[src/rtl/wb_reg_bridge_if.sv]
// Bus bundle between a Wishbone master, the bridge and a simple register slave.
// The slave modport is the bridge's view of the bundle.
interface wb_reg_bridge_if;
    logic        wbs_cyc_i;
    logic        wbs_stb_i;
    logic        wbs_we_i;
    logic [7:0]  wbs_adr_i;
    logic [31:0] wbs_dat_i;
    logic [3:0]  wbs_sel_i;
    logic [31:0] wbs_dat_o;
    logic        wbs_ack_o;
    logic        wbs_err_o;
    logic        reg_cs;
    logic        reg_wr;
    logic [7:0]  reg_addr;
    logic [31:0] reg_wdata;
    logic [3:0]  reg_be;
    logic [31:0] reg_rdata;
    logic        reg_ack;

    modport slave (
        input  wbs_cyc_i, wbs_stb_i, wbs_we_i, wbs_adr_i, wbs_dat_i, wbs_sel_i,
        input  reg_rdata, reg_ack,
        output wbs_dat_o, wbs_ack_o, wbs_err_o,
        output reg_cs, reg_wr, reg_addr, reg_wdata, reg_be
    );

    modport master (
        output wbs_cyc_i, wbs_stb_i, wbs_we_i, wbs_adr_i, wbs_dat_i, wbs_sel_i,
        output reg_rdata, reg_ack,
        input  wbs_dat_o, wbs_ack_o, wbs_err_o,
        input  reg_cs, reg_wr, reg_addr, reg_wdata, reg_be
    );
endinterface

[src/rtl/wb_reg_bridge.sv]
// Wishbone slave to single-cycle-ack register bus bridge with a request timeout.
// Every output is a flop; a timed-out request terminates with wbs_err_o.
//
// state | meaning
// IDLE  | waiting for a fresh Wishbone strobe
// REQ   | reg_cs held, waiting for reg_ack or timeout
// RESP  | one-cycle ack/err termination, reg_cs low
module wb_reg_bridge #(
    parameter logic [15:0] TIMEOUT = 16'd255
) (
    input  logic            mclk,
    input  logic            reset_n,
    wb_reg_bridge_if.slave  bus,
    output logic [7:0]      tmo_cnt
);

    typedef enum logic [1:0] {IDLE, REQ, RESP} state_t;

    state_t      state_q, state_d;
    logic [15:0] wait_q, wait_d;
    logic        cs_q, cs_d;
    logic        wr_q, wr_d;
    logic [7:0]  addr_q, addr_d;
    logic [31:0] wdata_q, wdata_d;
    logic [3:0]  be_q, be_d;
    logic        ack_q, ack_d;
    logic        err_q, err_d;
    logic [31:0] dat_q, dat_d;
    logic [7:0]  tmo_q, tmo_d;
    logic        start;
    logic        tmo_hit;

    // Blocking on our own ack/err keeps a held strobe from retriggering during termination.
    assign start   = bus.wbs_cyc_i & bus.wbs_stb_i & ~ack_q & ~err_q;
    assign tmo_hit = (wait_q == TIMEOUT - 16'd1);

    always_ff @(posedge mclk or negedge reset_n) begin
        if (!reset_n) begin
            state_q <= IDLE;
            wait_q  <= '0;
            cs_q    <= 1'b0;
            wr_q    <= 1'b0;
            addr_q  <= '0;
            wdata_q <= '0;
            be_q    <= '0;
            ack_q   <= 1'b0;
            err_q   <= 1'b0;
            dat_q   <= '0;
            tmo_q   <= '0;
        end else begin
            state_q <= state_d;
            wait_q  <= wait_d;
            cs_q    <= cs_d;
            wr_q    <= wr_d;
            addr_q  <= addr_d;
            wdata_q <= wdata_d;
            be_q    <= be_d;
            ack_q   <= ack_d;
            err_q   <= err_d;
            dat_q   <= dat_d;
            tmo_q   <= tmo_d;
        end
    end

    always_comb begin
        state_d = state_q;
        unique case (state_q)
            IDLE:    if (start) state_d = REQ;
            REQ: begin
                if (!bus.wbs_cyc_i)              state_d = IDLE;
                else if (bus.reg_ack || tmo_hit) state_d = RESP;
            end
            RESP:    state_d = IDLE;
            default: state_d = IDLE;
        endcase
    end

    always_comb begin
        wait_d  = wait_q;
        cs_d    = cs_q;
        wr_d    = wr_q;
        addr_d  = addr_q;
        wdata_d = wdata_q;
        be_d    = be_q;
        ack_d   = 1'b0;
        err_d   = 1'b0;
        dat_d   = dat_q;
        tmo_d   = tmo_q;
        unique case (state_q)
            IDLE: begin
                if (start) begin
                    cs_d    = 1'b1;
                    wr_d    = bus.wbs_we_i;
                    addr_d  = bus.wbs_adr_i & 8'hFC;
                    wdata_d = bus.wbs_dat_i;
                    be_d    = bus.wbs_sel_i;
                    wait_d  = '0;
                end
            end
            REQ: begin
                // An abandoned cycle wins over a coincident ack; reg_ack beats the timeout.
                if (!bus.wbs_cyc_i) begin
                    cs_d = 1'b0;
                end else if (bus.reg_ack) begin
                    cs_d  = 1'b0;
                    ack_d = 1'b1;
                    dat_d = wr_q ? 32'd0 : bus.reg_rdata;
                end else if (tmo_hit) begin
                    cs_d  = 1'b0;
                    err_d = 1'b1;
                    dat_d = 32'd0;
                    if (tmo_q != 8'hFF) tmo_d = tmo_q + 8'd1;
                end else begin
                    wait_d = wait_q + 16'd1;
                end
            end
            RESP:    cs_d = 1'b0;
            default: cs_d = 1'b0;
        endcase
    end

    assign bus.reg_cs    = cs_q;
    assign bus.reg_wr    = wr_q;
    assign bus.reg_addr  = addr_q;
    assign bus.reg_wdata = wdata_q;
    assign bus.reg_be    = be_q;
    assign bus.wbs_ack_o = ack_q;
    assign bus.wbs_err_o = err_q;
    assign bus.wbs_dat_o = dat_q;
    assign tmo_cnt       = tmo_q;

endmodule

[src/flat_wrapper.sv]
// flat-port wrapper written by rule: the top's interface ports become plain ports
module wb_reg_bridge_flat 
#(
    parameter logic [15:0] TIMEOUT = 16'd255
)
  (mclk, reset_n, tmo_cnt, bus_wbs_cyc_i, bus_wbs_stb_i, bus_wbs_we_i, bus_wbs_adr_i, bus_wbs_dat_i, bus_wbs_sel_i, bus_reg_rdata, bus_reg_ack, bus_wbs_dat_o, bus_wbs_ack_o, bus_wbs_err_o, bus_reg_cs, bus_reg_wr, bus_reg_addr, bus_reg_wdata, bus_reg_be);
  wb_reg_bridge_if bus_i ();
  input  logic mclk;
  input  logic reset_n;
  output logic [7:0] tmo_cnt;
  input wire logic [$bits(bus_i.wbs_cyc_i)-1:0] bus_wbs_cyc_i;
  input wire logic [$bits(bus_i.wbs_stb_i)-1:0] bus_wbs_stb_i;
  input wire logic [$bits(bus_i.wbs_we_i)-1:0] bus_wbs_we_i;
  input wire logic [$bits(bus_i.wbs_adr_i)-1:0] bus_wbs_adr_i;
  input wire logic [$bits(bus_i.wbs_dat_i)-1:0] bus_wbs_dat_i;
  input wire logic [$bits(bus_i.wbs_sel_i)-1:0] bus_wbs_sel_i;
  input wire logic [$bits(bus_i.reg_rdata)-1:0] bus_reg_rdata;
  input wire logic [$bits(bus_i.reg_ack)-1:0] bus_reg_ack;
  output wire logic [$bits(bus_i.wbs_dat_o)-1:0] bus_wbs_dat_o;
  output wire logic [$bits(bus_i.wbs_ack_o)-1:0] bus_wbs_ack_o;
  output wire logic [$bits(bus_i.wbs_err_o)-1:0] bus_wbs_err_o;
  output wire logic [$bits(bus_i.reg_cs)-1:0] bus_reg_cs;
  output wire logic [$bits(bus_i.reg_wr)-1:0] bus_reg_wr;
  output wire logic [$bits(bus_i.reg_addr)-1:0] bus_reg_addr;
  output wire logic [$bits(bus_i.reg_wdata)-1:0] bus_reg_wdata;
  output wire logic [$bits(bus_i.reg_be)-1:0] bus_reg_be;
  assign bus_i.wbs_cyc_i = bus_wbs_cyc_i;
  assign bus_i.wbs_stb_i = bus_wbs_stb_i;
  assign bus_i.wbs_we_i = bus_wbs_we_i;
  assign bus_i.wbs_adr_i = bus_wbs_adr_i;
  assign bus_i.wbs_dat_i = bus_wbs_dat_i;
  assign bus_i.wbs_sel_i = bus_wbs_sel_i;
  assign bus_i.reg_rdata = bus_reg_rdata;
  assign bus_i.reg_ack = bus_reg_ack;
  assign bus_wbs_dat_o = bus_i.wbs_dat_o;
  assign bus_wbs_ack_o = bus_i.wbs_ack_o;
  assign bus_wbs_err_o = bus_i.wbs_err_o;
  assign bus_reg_cs = bus_i.reg_cs;
  assign bus_reg_wr = bus_i.reg_wr;
  assign bus_reg_addr = bus_i.reg_addr;
  assign bus_reg_wdata = bus_i.reg_wdata;
  assign bus_reg_be = bus_i.reg_be;
  wb_reg_bridge #(.TIMEOUT(TIMEOUT)) u_core (.mclk(mclk), .reset_n(reset_n), .bus(bus_i), .tmo_cnt(tmo_cnt));
endmodule
[config.mk]
export PLATFORM = sky130hd
export DESIGN_NAME = wb_reg_bridge_flat
export DESIGN_NICKNAME = d
export VERILOG_FILES = /design/src/rtl/wb_reg_bridge_if.sv /design/src/rtl/wb_reg_bridge.sv /design/src/flat_wrapper.sv
export SDC_FILE = /design/constraint.sdc
export NUM_CORES = 1
export LEC_CHECK = 0
export ABC_AREA = 1
export CAP_MARGIN = 20
export CORE_ASPECT_RATIO = 0.6
export CORE_UTILIZATION = 35
export CTS_BUF_LIST = sky130_fd_sc_hd__clkbuf_16
export DETAILED_ROUTE_END_ITERATION = 7
export HOLD_SLACK_MARGIN = 0.06
export PLACE_DENSITY = 0.65
export SLEW_MARGIN = 20
export SYNTH_ARGS = -nofsm -noshare
export SYNTH_HDL_FRONTEND = slang
export SYNTH_SLANG_ARGS = --single-unit
[constraint.sdc]
create_clock -name mclk -period 1.7 [get_ports mclk]
set_input_delay 0.34 -clock mclk [delete_from_list [all_inputs] [get_ports mclk]]
set_output_delay 0.34 -clock mclk [all_outputs]
set_load 0.05 [all_outputs]
==> out/results.txt <==
#FFs+latches synth: 104
Fin Hold WS: 0.4053 ns
Outcome: finished, final reports clean
Vias: 3930
Finished Layout Cells: 833
Worst EP required: 1.93 ns
Clock transition at path regs: 0.07 ns
Ys Warns: 0
Commonest non-fill, non-tap cell in the layout: nand2_1
Leading cell types in the layout, fill and taps excluded: 142 x nand2_1, 102 x dfrtp_1, 100 x buf_4
Drt pass-1 iters: 4
Post-route ant nets: 0
Critical path class: reg2reg
Final Critical Period: 1.568 ns
Number of nets in the layout: 745
Hold Path Class: in2async
Flop2flop setup slack: 0.13 ns
Yosys cell types: 28
Ys async rst share: 100.0%
Clock Skews: 0.005057 ns
Die area: 13720 µm²
Gr ovfl total: 0
Syn avg cell area: 9.638 µm²
Reg2Reg Depth: 7
Fmax: 637.7 MHz
CP endpoint kind: flop
DP HPWL: 8828 µm
Port buffer count: 165
Routability cong.: 0.8481
Max_cap viols: 0
Clk sinks: 104
Global-route wire length before repair: 19600 µm
Dpl cells: 818
Worst vdd ir: 0.0007557 V
Initial drt markers: 120
Top Metal Used: met4
Setup crit start kind: flop
Row cnt: 32
Total power: 8.535 mW
WL/cell: 14.17 µm
Total track usage: 18.10%
Area added between synthesis and finish: 45.18%
RSZ-0062 raised after global routing: yes
Final Slew Violations: 0
CTS tree: yes
I/O pins: 170
Later-pin clock latency in the skew report: 0.34 ns
H-tree levels: 3
Post-synth top area share: 56.14%
Hold Vio Cnt, Final: 0
Worst R2R Start: u_core.wait_q[9]
# diodes: 0
Post-Synthesis Cell Area: 4636 µm²
Setup violators final: 0
Top_reg_cell synth: dfrtp_1
WL met3: 1000 µm
Root Driver: clkbuf_16
Cells after Synth: 481
Num CTS Buffers: 9
Post-Route WL: 11800 µm
DR DRC count: 0
Die height: 91.15 µm
Worst EP arrival: 1.79 ns
Seq/Total Area, Yosys: 56.14%
Die W: 150.6 µm
Worst R2R End: u_core.bus.wbs_dat_o[7]
Largest net degree at the start of global routing: 44
Largest cells by area after synthesis: dfrtp_1 56%, nand2_1 11%, mux2_2 10%
Number of synthesized flops with an enable pin: 0
Number of setup buffers added after CTS: 0
Core area: 12890 µm²
Max Root-Sink Buffers: 2
Vias/cell: 4.718
Area leader, netlist: dfrtp_1
Cell area power density: 1268 nW/µm²
LEAKAGE: 3.228 nW
Critical Path Fanout Max: 33
Vias in the first global route: 3951
Fin crit share: 92.25%
Met2 routed WL: 5249 µm
Share of layout cells above drive strength 1: 28.05%
Initial Util: 35.96%
Setup TNS Final: 0 ns
Antenna violations before repair: 0
Routed length on met1: 5468 µm
-- registers in the layout (all words and copies together) (netlist names), 2 cells and up --
signal	cells
u_core.state_q	2
u_core.bus.reg_be	4
u_core.bus.wbs_dat_o	32
u_core.tmo_cnt	8
u_core.wait_q	16
u_core.bus.reg_wdata	32
u_core.bus.reg_addr	6
-- report_power, final --
group | total (mW) | internal, mW | switching (mW)
clock network | 2.01 | 1.13 | 0.886
logic | 3.32 | 1.09 | 2.23
registers | 3.20 | 2.94 | 0.262
-- synthesized netlist by cell type (2+ instances only) --
library cell    n
nor3_1          3
nor2_1         30
o21ai_0        11
o21ai_1         7
nand2_2         4
nor2_2          2
dfrtp_1       104
buf_4           2
o21ai_2         3
xnor2_1         3
xor2_1          7
ha_1            3
buf_2          11
inv_1          27
nand2_1       142
nand4_1         4
mux2_2         43
buf_1           3
buf_6           3
nand3_1        61
-- per-stage QoR --
stage	util (%)	worst slack, ns	area (µm²)
finish	52.20	0.1317	6730
global route	52.20	-0.002378	6730
CTS	52.07	0.1220	6713
detailed placement	49.79	-0.08396	6419
global placement	49.79	-0.06222	6419
floorplan	-	0.02579	4644
-- kinds of logic after synthesis --
logic type                 after synthesis  share of synthesized area [%]
and+or+nand+nor                        251                          23.29
DFF                                    104                          56.14
buffers and inverters                   48                          4.831
muxes                                   43                          10.45
AOI/OAI and AO/OA                       21                          2.510
xor gates and xnor gates                10                          1.889
adders and majority gates                3                         0.8098
other                                    1                        0.08089
-- cell type report --
cell class / count / area, µm²
clock buffer: 9 / 225.2
clock inverter: 5 / 58.81
fill: 1195 / 6162
inverter: 29 / 108.9
multi-input combinational: 330 / 1838
sequential: 104 / 2605
tap: 170 / 212.7
timing repair buffer: 186 / 1682
-- what timing repair did --
item | in CTS | in global routing
endpoints found under the hold margin | 12 | 0
hold buffers | 1 | 0
gates resized for setup | 0 | 6
setup endpoints to repair | 0 | 25
-- routing by layer --
layer	global-route usage, %	vias up
met5	0	-
met4	3.583	0
met3	5.879	9
met2	28.38	134
met1	24.44	1874
li1	-	1913
-- worst max-delay path: stages, from the launching register on --
cell	delay [ns]
dfrtp_1	0.46
inv_1	0.14
nand3_1	0.18
nor2_2	0.15
nand4_1	0.16
buf_12	0.21
nand3_1	0.08
nand2_1	0.06
-- how the worst max path moves through the flow --
stage	from	slack [ns]	end	cells past startpoint
4_1_cts	u_core.wait_q[0]	0.12	u_core.wait_q[10]	8
2_1_floorplan	u_core.bus.wbs_ack_o	0.03	u_core.bus.reg_addr[7]	4
5_1_grt	u_core.wait_q[0]	-0.002	u_core.wait_q[5]	10
3_5_place_dp	bus_wbs_cyc_i	-0.08	u_core.bus.reg_wdata[14]	6
6_report	u_core.wait_q[9]	0.13	u_core.bus.wbs_dat_o[7]	7
3_3_place_gp	bus_wbs_cyc_i	-0.06	u_core.bus.reg_wdata[13]	6
Note: power is estimated with default switching activity, not from simulation.
